File: src/rtl/mole_round_ctrl.sv
// ---------------------------------------------------------------------------
// mole_round_ctrl
// Round sequencer for a whack-a-mole game. A start request launches a game
// of NUM_ROUNDS rounds. Each round restarts the external interval timer,
// raises the mole, and ends on either a player hit (scored) or a timer
// timeout (not scored). The timer interval shrinks by one second every two
// completed rounds, down to INTERVAL_MIN.
//
// Ports
//   clk          : single clock, rising edge
//   rst          : synchronous active-high reset
//   start        : one-cycle game-start request (ignored while busy)
//   hit          : one-cycle debounced player-hit pulse
//   timeout      : one-cycle terminal-count pulse from the interval timer
//   timer_reset  : one-cycle timer restart, high in ARM
//   interval     : seconds for the timer to count
//   dir          : timer count direction, always 0 (count down)
//   mole_active  : high while a mole is up (ACTIVE)
//   round        : number of completed rounds
//   score        : number of rounds won by a hit
//   busy         : high in ARM, ACTIVE, ADVANCE
//   done         : high in DONE, holds until start or rst
// ---------------------------------------------------------------------------
module mole_round_ctrl #(
    parameter int NUM_ROUNDS     = 8,
    parameter int INTERVAL_START = 5,
    parameter int INTERVAL_MIN   = 1
) (
    input  logic       clk,
    input  logic       rst,
    input  logic       start,
    input  logic       hit,
    input  logic       timeout,
    output logic       timer_reset,
    output logic [2:0] interval,
    output logic       dir,
    output logic       mole_active,
    output logic [3:0] round,
    output logic [3:0] score,
    output logic       busy,
    output logic       done
);

    localparam logic [3:0] LP_NUM   = 4'(NUM_ROUNDS);
    localparam logic [2:0] LP_START = 3'(INTERVAL_START);
    localparam logic [2:0] LP_MIN   = 3'(INTERVAL_MIN);

    typedef enum logic [2:0] {
        S_IDLE    = 3'd0,
        S_ARM     = 3'd1,
        S_ACTIVE  = 3'd2,
        S_ADVANCE = 3'd3,
        S_DONE    = 3'd4
    } state_t;

    state_t     r_state;
    logic [3:0] r_round;
    logic [3:0] r_score;
    logic [2:0] r_interval;
    logic       r_timer_reset;
    logic       r_mole_active;
    logic       r_busy;
    logic       r_done;

    logic [3:0] w_round_next;
    logic [2:0] w_half;
    logic [2:0] w_interval_next;
    logic       w_last_round;

    // Round count after the current round closes, and the interval it implies
    always_comb begin
        w_round_next    = r_round + 4'd1;
        w_half          = w_round_next[3:1];
        w_last_round    = (w_round_next == LP_NUM);
        w_interval_next = LP_START;
        // Clamp at the floor instead of letting the subtraction underflow
        if (({1'b0, w_half} + {1'b0, LP_MIN}) >= {1'b0, LP_START}) begin
            w_interval_next = LP_MIN;
        end else begin
            w_interval_next = LP_START - w_half;
        end
    end

    // Game FSM with registered outputs; reset dominates every input
    always_ff @(posedge clk) begin
        if (rst) begin
            r_state       <= S_IDLE;
            r_round       <= 4'd0;
            r_score       <= 4'd0;
            r_interval    <= LP_START;
            r_timer_reset <= 1'b0;
            r_mole_active <= 1'b0;
            r_busy        <= 1'b0;
            r_done        <= 1'b0;
        end else begin
            case (r_state)
                // DONE restarts exactly like IDLE; final results held until then
                S_IDLE, S_DONE: begin
                    if (start) begin
                        r_state       <= S_ARM;
                        r_round       <= 4'd0;
                        r_score       <= 4'd0;
                        r_interval    <= LP_START;
                        r_timer_reset <= 1'b1;
                        r_busy        <= 1'b1;
                        r_done        <= 1'b0;
                    end
                end
                S_ARM: begin
                    r_state       <= S_ACTIVE;
                    r_timer_reset <= 1'b0;
                    r_mole_active <= 1'b1;
                end
                // Hit is tested first so a coincident timeout cannot steal the point
                S_ACTIVE: begin
                    if (hit) begin
                        r_state       <= S_ADVANCE;
                        r_score       <= r_score + 4'd1;
                        r_mole_active <= 1'b0;
                    end else if (timeout) begin
                        r_state       <= S_ADVANCE;
                        r_mole_active <= 1'b0;
                    end
                end
                S_ADVANCE: begin
                    r_round    <= w_round_next;
                    r_interval <= w_interval_next;
                    if (w_last_round) begin
                        r_state <= S_DONE;
                        r_busy  <= 1'b0;
                        r_done  <= 1'b1;
                    end else begin
                        r_state       <= S_ARM;
                        r_timer_reset <= 1'b1;
                    end
                end
                default: begin
                    r_state       <= S_IDLE;
                    r_timer_reset <= 1'b0;
                    r_mole_active <= 1'b0;
                    r_busy        <= 1'b0;
                    r_done        <= 1'b0;
                end
            endcase
        end
    end

    assign timer_reset = r_timer_reset;
    assign interval    = r_interval;
    assign dir         = 1'b0;
    assign mole_active = r_mole_active;
    assign round       = r_round;
    assign score       = r_score;
    assign busy        = r_busy;
    assign done        = r_done;

endmodule

File: config.mk
export PLATFORM = sky130hd
export DESIGN_NAME = mole_round_ctrl
export DESIGN_NICKNAME = d
export VERILOG_FILES = /design/src/rtl/mole_round_ctrl.sv
export SDC_FILE = /design/constraint.sdc
export NUM_CORES = 1
export LEC_CHECK = 0
export CORE_ASPECT_RATIO = 1.75
export CORE_MARGIN = 2
export CORE_UTILIZATION = 45
export CTS_CLUSTER_SIZE = 16
export DETAILED_ROUTE_END_ITERATION = 6
export GPL_TIMING_DRIVEN = 0
export PLACE_DENSITY = 0.84
export SYNTH_ARGS = -nofsm -noshare
export SYNTH_HDL_FRONTEND = slang
export SYNTH_SLANG_ARGS = --single-unit
File: constraint.sdc
create_clock -name clk -period 1.8 [get_ports clk]
set_input_delay 0.36 -clock clk [delete_from_list [all_inputs] [get_ports clk]]
set_output_delay 0.36 -clock clk [all_outputs]
set_load 0.01 [all_outputs]
Word level (Yosys, flattened, before mapping)
Index checks and enable logic that the tools add are counted.
- bits of input ports: 5
- bits in registers: 18
- $add $sub $neg: 4
- eq/ne operators: 10
- reductions and logical operators: 12
- mux-type cells: 23
- bitwise logic cells: 3
- order comparisons: 1
- operators with widths (operator ; number):
    2-to-1 mux 3 bit ; 6
    case mux 4 bit (2 select lines) ; 2
    case mux 1 bit (3 select lines) ; 4
    case mux 3 bit (4 select lines) ; 1
    AND reduction 3 bit ; 3
    adder 4 x 1 -> 4 bit, second input constant ; 2
    2-to-1 mux 4 bit ; 2
    inequality test 2 bit, second input constant ; 4
    2-to-1 mux 1 bit ; 7
    equality test 3 x 2 -> 1 bit, second input constant ; 2
    case mux 3 bit (2 select lines) ; 1
    AND reduction 2 bit ; 3
    adder 3 x 1 -> 4 bit, second input constant ; 1
    equality test 4 bit, second input constant ; 1
    greater-or-equal comparator 4 x 3 -> 1 bit, second input constant ; 1
    nonzero test 2 bit ; 2
    OR reduction 2 bit ; 2
    equality test 3 x 1 -> 1 bit, second input constant ; 1
    equality test 3 bit, second input constant ; 1
    zero test 3 bit ; 1
    inequality test 3 bit, second input constant ; 1
    NOT 1 bit ; 3
    OR reduction 3 bit ; 1
    subtractor 3 bit, first input constant ; 1

Logic depth before layout (Yosys ltp)
- word-level depth: 5
- depth in mapped cells: 7
- gate-level depth less buffers: 7

Least setup slack after synthesis
Ideal clock, no wire load.
- path type: register -> register
- start: register r_round[0] (netlist: round[0])
- end: register r_done (netlist: done)
- cell stages (with the launch flop): 8
- arrival: 1.685 ns
- path slack: 0.044 ns
- path through: dfxtp_1 > ha_1 > xnor2_1 > ha_1 > and3_1 > o21ai_0 > nand4b_1 > a21oi_1
- cells in the longest elaborated chain, start to end: 4
- RTL lines (what ; line ; source):
    from (decl) ; 57 ; logic [3:0] r_round;
    from (signal assigned) ; 126 ; r_round <= w_round_next;
    adder 4 x 1 -> 4 bit ; 72 ; w_round_next = r_round + 4'd1;
    equality test 4 bit ; 74 ; w_last_round = (w_round_next == LP_NUM);
    inequality test 2 bit (no line) ; n/a ;
    AND reduction 3 bit (no line) ; n/a ;
    to (signal assigned) ; 94 ; r_done <= 1'b0;
    to (signal assigned) ; 106 ; r_done <= 1'b0;
    to (signal assigned) ; 131 ; r_done <= 1'b1;
    to (decl) ; 63 ; logic r_done;
No other way between the ends.
A chain may end at the register's enable or synchronous reset.

Worst setup path after layout
- start: register r_round[3] (netlist: round[3])
- end: output port round[3]
- RTL lines (what ; line ; source):
    to (decl) ; 38 ; output logic [3:0] round,
No word-level cell between the ends.

==> impl_metrics.toml <==
[place]
routabilityCongestion = 0.786
dp_slack_ns = -0.110
port_buffers = 18
dpl.hpwl_um = 1740
place_inst = 166

[timing]
grt_setup_unrepaired = "no"
finalHoldViolations = 0
period_share_pct = 93.0
skew_ns = 0.00258
fmax_mhz = 598
layout_min_cycle_time_ns = 1.67
setup_viol = 0
drv_slew = 0
final.setup.worst_slack_ns = 0.127

[setup_path]
crit_arrival_ns = 1.31
required_ns = 1.44
crit_path_start_kind = "register"
critPathMaxStageDelay_ns = 0.59
crit_start = "round[3]"
slowest_stage = "clkdlybuf4s50_1"
critical_path.top_delay_family = "buffers and inverters"
cp-end-kind = "output pin"
path_cells = "clkdlybuf4s50_1"
reg2reg_depth = 7
path_buf_inv = 1
timing_worst_setup_path_type = "reg2out"
cp_num_cells = 1
reg2reg_slack_ns = 0.16
critPathMaxFanout = 7
reg2reg_from = "round[0]"
rr_endpoint = "done"

[cts]
cts.sinks = 18
cts_tree = "yes"
h-tree-depth = 1
cts.path.max_buffers = 2
cts_buffers = 3
clkSlewWorstSetupHoldPaths_ns = 0.07
clock_latency_ns = 0.27
ctsHoldBuffers = 0
clock-root-buffer = "clkbuf_8"

[pwr]
vdd_drop_max_v = 0.000501
total_power_mw = 1.01
p_leak_nw = 0.512
p_per_area_nw_per_um2 = 760

[floorplanning]
core_area_um2 = 2240
ios = 21
die_w_um = 40.4
fp-row-count = 23
floorplan.initialDensity_pct = 46.5
die_h_um = 67.7
die-area_um2 = 2740

[outcome]
status = "completed"

[drt]
ant_nets = 0
drt_iter0_drc = 28
wl_per_cell_um = 13.5
viasPerCell = 5.62
vias = 956
routed_wl_um = 2290
dr.pass1.iters = 4
drc = 0

[synth]
avgSynthCellArea_um2 = 8.49
synth_top_cell_by_area = "dfxtp_1"
ys_seq_area_share_pct = 34.5
ys_ff_latch = 18
yosysWarnings = 0
synth_top_cell_area_share_pct = 34.5
yosys-top-cells-count = "dfxtp_1, nor2_1, a21oi_1"
synth_flop_cell = "dfxtp_1"
netlist_top_cells_area = "dfxtp_1, ha_1, a21oi_1"
synth_nets = 133
synthCells = 123
syn-cell-area_um2 = 1040
postSynth.asyncResetShare_pct = 0
ys_types = 40
synth_edf_count = 0
synth.most_common_cell = "dfxtp_1"

[min_path]
hp-class = "reg2reg"
holdPathStages = 2
hp-start = "timer_reset"
whs_endpoint = "timer_reset"

[grt]
grt_start_max_net_pins = 11
antenna_found_initial = 0
grt_overflow = 0
grt_usage_pct = 20.1
grt_pass1_wl_um = 3790
grt_pass1_vias = 945

[finish]
area_growth_pct = 27.4
drive_gt1_share_pct = 16.6
layout.nets = 156
multiInputGateArea_um2 = 629
fillers = 197
stdcell_count = 170
seqCellArea_um2 = 367
fin_util_pct = 59.3
antenna_cells = 0

[job]
cap_violations = 0
through the flow:
stage	cell area (µm²)	hold WS, ns	TNS, ns
5_1_grt	1330	0.487	0
3_5_place_dp	1260	0.449	-0.262
4_1_cts	1320	0.460	0
3_3_place_gp	1260	0.448	-0.133
6_report	1330	0.455	0
2_1_floorplan	1040	0.474	0
worst max-delay path by stage:
stage / to / slack (ns)
floorplan: done / 0.04
global placement: done / -0.08
detailed placement: done / -0.11
CTS: done / 0.02
global route: done / 0.03
finish: round[3] / 0.13
cell usage in the layout, fill, tap and decap left out, types with 3 or more instances in the layout:
cell | netlist | final
clkdlybuf4s50_1 | 0 | 18
dfxtp_1 | 18 | 15
nor2_1 | 14 | 14
a21oi_1 | 11 | 11
nand2_1 | 8 | 8
inv_1 | 6 | 6
nand3_1 | 6 | 6
xnor2_1 | 5 | 4
ha_1 | 5 | 4
clkbuf_8 | 0 | 4
nand2b_1 | 3 | 3
buf_4 | 3 | 3
nand3b_1 | 3 | 3
nor3_1 | 3 | 3
o21ai_0 | 4 | 3
flip-flops by register name (all words and copies together), names as in the netlist:
signal / count
busy: 1
done: 1
interval: 3
mole_active: 1
r_state: 3
round: 4
score: 4
timer_reset: 1
kinds of logic (layout without fill, tap and decap cells):
family / count (synthesis) / count (layout) / synth area share (%)
compound gates: 31 / 31 / 21.6
xor+xnor: 5 / 5 / 4.19
fa+ha+maj: 5 / 5 / 5.99
buf+inv: 13 / 35 / 6.59
flops: 18 / 18 / 34.5
mux: 2 / 2 / 1.92
other cells: 1 / 1 / 0.359
simple gates: 48 / 48 / 24.9
where the power goes:
group          leakage [nW]  switching (mW)  total [mW]  internal [mW]
Sequential            0.148          0.0216       0.441          0.420
Clock                0.0288           0.147       0.342          0.195
Combinational         0.335           0.127       0.228          0.101
what timing repair did:
| action | CTS | global route |
|---|---|---|
| resized for setup | 3 | 5 |
| setup endpoints to repair | 4 | 4 |
| buffers inserted | 0 | 0 |
layer usage:
metal / global-route usage (%) / wire length (µm) / up-vias
li1: - / - / 473
met1: 19.8 / 814 / 448
met2: 35.3 / 1310 / 26
met3: 2.30 / 91 / 9
met4: 14.6 / 74 / 0
met5: 0 / 0 / -
layout make-up:
| class | instances | area share (%) |
|---|---|---|
| plain buffers | 7 | 3.48 |
| inverters | 6 | 1.69 |
| well taps | 25 | 2.35 |
| multi-input cells | 92 | 47.3 |
| repair buffers | 18 | 13.5 |
| clock buffers | 4 | 4.14 |
| flip-flops and latches | 18 | 27.5 |
Power figures use the tool's default switching activity.
==> RTL change 1: new RTL, same settings <==
Make the reset (`rst`) asynchronous in one clocked block. Comments in the files are not updated.
--- a/src/rtl/mole_round_ctrl.sv
+++ b/src/rtl/mole_round_ctrl.sv
@@ -84,3 +84,3 @@
     // Game FSM with registered outputs; reset dominates every input
-    always_ff @(posedge clk) begin
+    always_ff @(posedge clk or posedge rst) begin
         if (rst) begin
Behaviour: differs if rst is asserted again (counterexample within 4 cycles, from zero or initial values and one cycle with rst high); with rst held inactive, the same outputs for 10 cycles.
==> RTL change 1 against the unedited design <==
Non-clock buffer count down 1; global-route usage down 0.66 points; setup slack worse by 0.071 ns; area after synthesis decreased by 7.7%; design area fell by 7.7%; clock skew about the same; largest cell class unchanged; via count shrank 16%; wire length decreased by 8.0%; sequential cell count did not move.
Power is not compared: it rests on default switching activity, and its combinational part moved more than twofold at a synthesized area within 25%.
==> RTL change 1: results (changes against the unedited design) <==
| Metric | Value |
|---|---|
| Status | completed |
| Routed vias | 801 (-16%) |
| CTS-repair resized insts | 0 (-3) |
| Worst R2R Start | round[0]$_DFFE_PP0P_ |
| GR Util All Layers | 19.44% (-0.66 points) |
| Final Wtd Congestion | 0.7987 (+1.6%) |
| H-tree levels | 1 (unchanged) |
| Initial detailed-routing violation count | 21 (-25%) |
| Slew headroom | ~54% |
| Post-placement cell count | 137 (-17%) |
| Final Non-Filler Cells | 141 (-17%) |
| Clk slew on worst S/H paths | 0.10 ns (+0.03 ns) |
| Total leakage power | slightly above 0.5 nW |
| Library cells used by synthesis | 38 (-5.0%) |
| Arr. time, crit path | 1.38 ns (+0.07 ns) |
| Area contributors post-synth | dfrtp_1 (42%), dfstp_2 (5.4%), o21ai_0 (4.2%) |
| Achievable Freq | 0.5733 GHz (-4.1%) |
| Crit path max fanout | 8 (+1) |
| Global-route wire length before repair | 3477 um (-8.2%) |
| CP top delay family | buffers and inverters |
| Nets | 126 (-19%) |
| Worst r2r path cells | 5 (-2) |
| CTS Buffer Depth | 2 (unchanged) |
| Reg2reg setup slack | roughly 0.17 ns |
| Initial antenna violation count | 0 (unchanged) |
| Most used DFF post-synth | dfrtp_1 |
| Final WL | 2105 um (-8.0%) |
| Hold crit path type | in -> async |
| Clk Latency, worst-skew pair | 0.30 ns (+0.03 ns) |
| Pre-CTS setup slack | -0.1104 ns (-0.00004400 ns) |
| Layout cells sized above 1 | 15.38% (-1.2 points) |
| HPWL after detailed placement | 1550 um (-11%) |
| Seq/Total Area, Yosys | 46.95% (+12 points) |
| R2R Path End | r_state[2]$_DFFE_PP0P_ |
| Pin count of the biggest net entering global routing | 19 (+8) |
| Syn Nets | 102 (-23%) |
| Ant. Diodes | 0 (unchanged) |
| IO buf count | 19 (+1) |
| Yosys synthesis warning count | 0 (unchanged) |
| Root buf cell | clkbuf_4 |
| Number of global-route vias before repair | 780 (-17%) |
| Async S/R FF share, synth | 100.0% (+100 points) |
| Dpl cell area | 0.001185 mm^2 (-5.7%) |
| IR drop worst, VDD | ~860 uV |
| Post-synth top cells | dfrtp_1 (16), nor2_1 (9), o21ai_0 (8) |
| Clock Skew | 0.002240 ns (-0.0003354 ns) |
| Post-Syn Instances | 94 (-24%) |
| CTS Buf Count | 3 (unchanged) |
| CP peak stage delay | 0.59 ns (about the same) |
| CP max stage cell | clkdlybuf4s50_1 |
| Min Hold Slack | 0.4546 ns (-0.0007640 ns) |
| Post-CTS setup buffer count | 0 (unchanged) |
| First-pass iteration count of the detailed router | 4 (unchanged) |
[RTL change 1: worst max path at each step]
stage / from / to
global route: round[2]$_DFFE_PP0P_ / round[2]
finish: round[2]$_DFFE_PP0P_ / round[2]
global placement: start / score[0]$_DFFE_PP0P_
detailed placement: start / score[0]$_DFFE_PP0P_
CTS: interval[2]$_DFFE_PP1P_ / interval[2]
floorplan: round[0]$_DFFE_PP0P_ / r_state[2]$_DFFE_PP0P_
[RTL change 1: layout make-up]
cell class                 count  area (um^2)
multi-input combinational     68        474.2
sequential                    18        452.9
fill                         198        835.8
inverter                       3        11.26
clock buffer                   4        36.28
timing repair buffer          19        190.2
buffer                         5        33.78
tap                           24        30.03
[RTL change 1: logic make-up (layout without fill, tap and decap cells)]
kind of cell             count (synthesis)  after routing  share of synthesized area (%)
AO/OA/AOI/OAI                           23             23                          16.47
other                                    1              1                         0.3887
AND/OR/NAND/NOR                         35             35                          21.01
XOR/XNOR                                 4              4                          4.411
multiplexers                             2              2                          2.205
buffers and inverters                    8             31                          4.669
flip-flops                              18             18                          46.95
adder cells (fa/ha/maj)                  3              3                          3.891
[RTL change 1: metal layers]
| metal | share of wire [%] | track usage, % |
|---|---|---|
| met3 | 2.9 | 2.365 |
| met2 | 56 | 33.75 |
| met1 | 39 | 22.99 |
| met5 | 0 | 0 |
| met4 | 2.1 | 7.759 |
[RTL change 1: report_power, final]
group / switching [mW] / total, mW / internal, mW
registers: 0.149 / 0.700 / 0.551
clock network: 0.126 / 0.250 / 0.123
logic: 0.472 / 0.945 / 0.472
total: 0.748 / 1.89 / 1.15
==> RTL change 2: new RTL, same flow settings <==
Made on the original files. Set the parameter `NUM_ROUNDS` to 4 (it was 8).
--- a/src/rtl/mole_round_ctrl.sv
+++ b/src/rtl/mole_round_ctrl.sv
@@ -24,3 +24,3 @@
 module mole_round_ctrl #(
-    parameter int NUM_ROUNDS     = 8,
+    parameter int NUM_ROUNDS     = 4,
     parameter int INTERVAL_START = 5,
Behaviour: no difference found for any inputs over 10 cycles, from zero or initial values and one cycle with rst high; that may be too few to reach the edited logic, so the function may still have changed.
==> RTL change 2 against the unedited design <==
Via count fell by 4.3%; area after synthesis is 5.6% lower; critical path depth is the same; setup slack got worse by 0.057 ns; hold slack improved by 0.018 ns; first-iteration DRC count increased by 11%; wire length grew 3.3%; total power shrank 7.7%; design area down 7.3%; combinational power up 5%; sequential cell count did not move; utilization fell by 0.34 points; largest cell class unchanged; largest power group unchanged.
==> RTL change 2: results (changes against the unedited design) <==
| Metric | Value |
|---|---|
| Layout cells sized above 1 | 14.81% (-1.7 points) |
| CTS Buffer Depth | 2 (unchanged) |
| Final Non-Filler Cells | 159 (-6.5%) |
| Post-synth top cells | dfxtp_1 (18), nor2_1 (17), a21oi_1 (7) |
| Final Wtd Congestion | 0.8728 (+11%) |
| Syn Nets | 121 (-9.0%) |
| Library cells used by synthesis | 34 (-15%) |
| GR Util All Layers | 21.18% (+1.1 points) |
| Async S/R FF share, synth | 0% (unchanged) |
| Clock Skew | 0.003434 ns (+0.0008589 ns) |
| # fillers | 193 (-2.0%) |
| Yosys synthesis warning count | 0 (unchanged) |
| Final WL | 2364 um (+3.3%) |
| IR drop worst, VDD | 553.7 uV (+11%) |
| Crit path max fanout | 7 (unchanged) |
| Arr. time, crit path | 1.37 ns (+0.06 ns) |
| Clk slew on worst S/H paths | 0.10 ns (+0.03 ns) |
| CP top delay family | buffers and inverters |
| Global-route wire length before repair | 3870 um (+2.2%) |
| HPWL after detailed placement | 1752 um (+0.54%) |
| Initial antenna violation count | 0 (unchanged) |
| Total leakage power | 0.4683 nW (-8.6%) |
| Ant. Diodes | 0 (unchanged) |
| Routed vias | 915 (-4.3%) |
| Seq/Total Area, Yosys | 36.55% (+2.1 points) |
| First-pass iteration count of the detailed router | 4 (unchanged) |
| Initial detailed-routing violation count | 31 (+11%) |
| CP peak stage delay | 0.59 ns (about the same) |
| CP max stage cell | clkdlybuf4s50_1 |
| Syn Area/Cell | 8.725 um^2 (+2.7%) |
| IO buf count | 18 (unchanged) |
| Nets | 144 (-7.7%) |
| Area contributors post-synth | dfxtp_1 (37%), nor2_1 (6.5%), xnor2_1 (4.4%) |
| Status | completed |
| Root buf cell | clkbuf_4 |
| Clk Latency, worst-skew pair | 0.29 ns (+0.02 ns) |
| H-tree levels | 1 (unchanged) |
| Hold crit path type | in -> reg |
-- RTL change 2: cell types whose count changed after synthesis, moves of 3 or more --
cell      before  now
nand2b_1       3    6
a21oi_1       11    7
nand3_1        6    3
nor3_1         3    6
inv_1          6    2
nor2_1        14   17
-- RTL change 2: cell type report --
cell class              count  area share (%)
plain buffers               8           3.955
clock buffers               4           2.941
inverters                   2          0.6085
multi-input cells          85           46.15
flip-flops and latches     18           29.31
well taps                  24           2.434
repair buffers             18           14.60
-- RTL change 2: worst paths after layout --
| path | startpoint | endpoint | slack, ns | cells past startpoint |
|---|---|---|---|---|
| worst max-delay path | round[3]$_SDFFE_PP0P_ | round[3] | 0.07 | 1 |
| worst min register to register | busy$_SDFFE_PP0P_ | busy$_SDFFE_PP0P_ | 0.52 | 2 |
| worst min-delay path | rst | busy$_SDFFE_PP0P_ | 0.47 | 2 |
| worst max register to register | round[1]$_SDFFE_PP0P_ | r_state[2]$_SDFFE_PP0P_ | 0.20 | 5 |
-- RTL change 2: logic make-up (layout without fill, tap and decap cells) --
logic type               count (synthesis)  in the layout  synth area share [%]
other                                    1              1                0.3803
flip-flops                              18             18                 36.55
buffers and inverters                   10             32                 5.709
multiplexers                             1              1                 1.015
adder cells (fa/ha/maj)                  3              3                 3.808
XOR/XNOR                                 6              6                 5.330
AO/OA/AOI/OAI                           30             30                 23.48
AND/OR/NAND/NOR                         44             44                 23.73
-- RTL change 2: power by group --
part	switching (mW)	internal (mW)
Combinational	0.132	0.107
Clock	0.126	0.123
Sequential	0.0235	0.421
Total	0.282	0.652
-- RTL change 2: repair_timing --
item,CTS,global route
resized for setup,0,1
endpoints found under the hold margin,0,0
setup endpoints to repair,0,1
-- RTL change 2: stage by stage --
stage          total power [mW]  hold WS, ns  instance area, um^2  util, %  setup slack, ns
6_report                 0.9332       0.4738                 1234    58.97          0.06992
5_1_grt                  0.9738       0.5143                 1234    58.97          0.02650
4_1_cts                  0.9291       0.4626                 1232    58.91          0.01709
3_5_place_dp             0.6881       0.4915                 1196    57.18          0.06029
3_3_place_gp             0.6781       0.4825                 1196    57.18           0.1063
2_1_floorplan            0.6132       0.5169                985.9        -           0.3453
-- RTL change 2: layer usage --
| layer | vias to the layer above | share of wire (%) | GRT usage [%] |
|---|---|---|---|
| met2 | 35 | 55 | 37.08 |
| li1 | 438 | - | - |
| met3 | 11 | 4.5 | 3.030 |
| met5 | - | 0 | 0 |
| met1 | 431 | 37 | 20.21 |
| met4 | 0 | 3.7 | 16.81 |
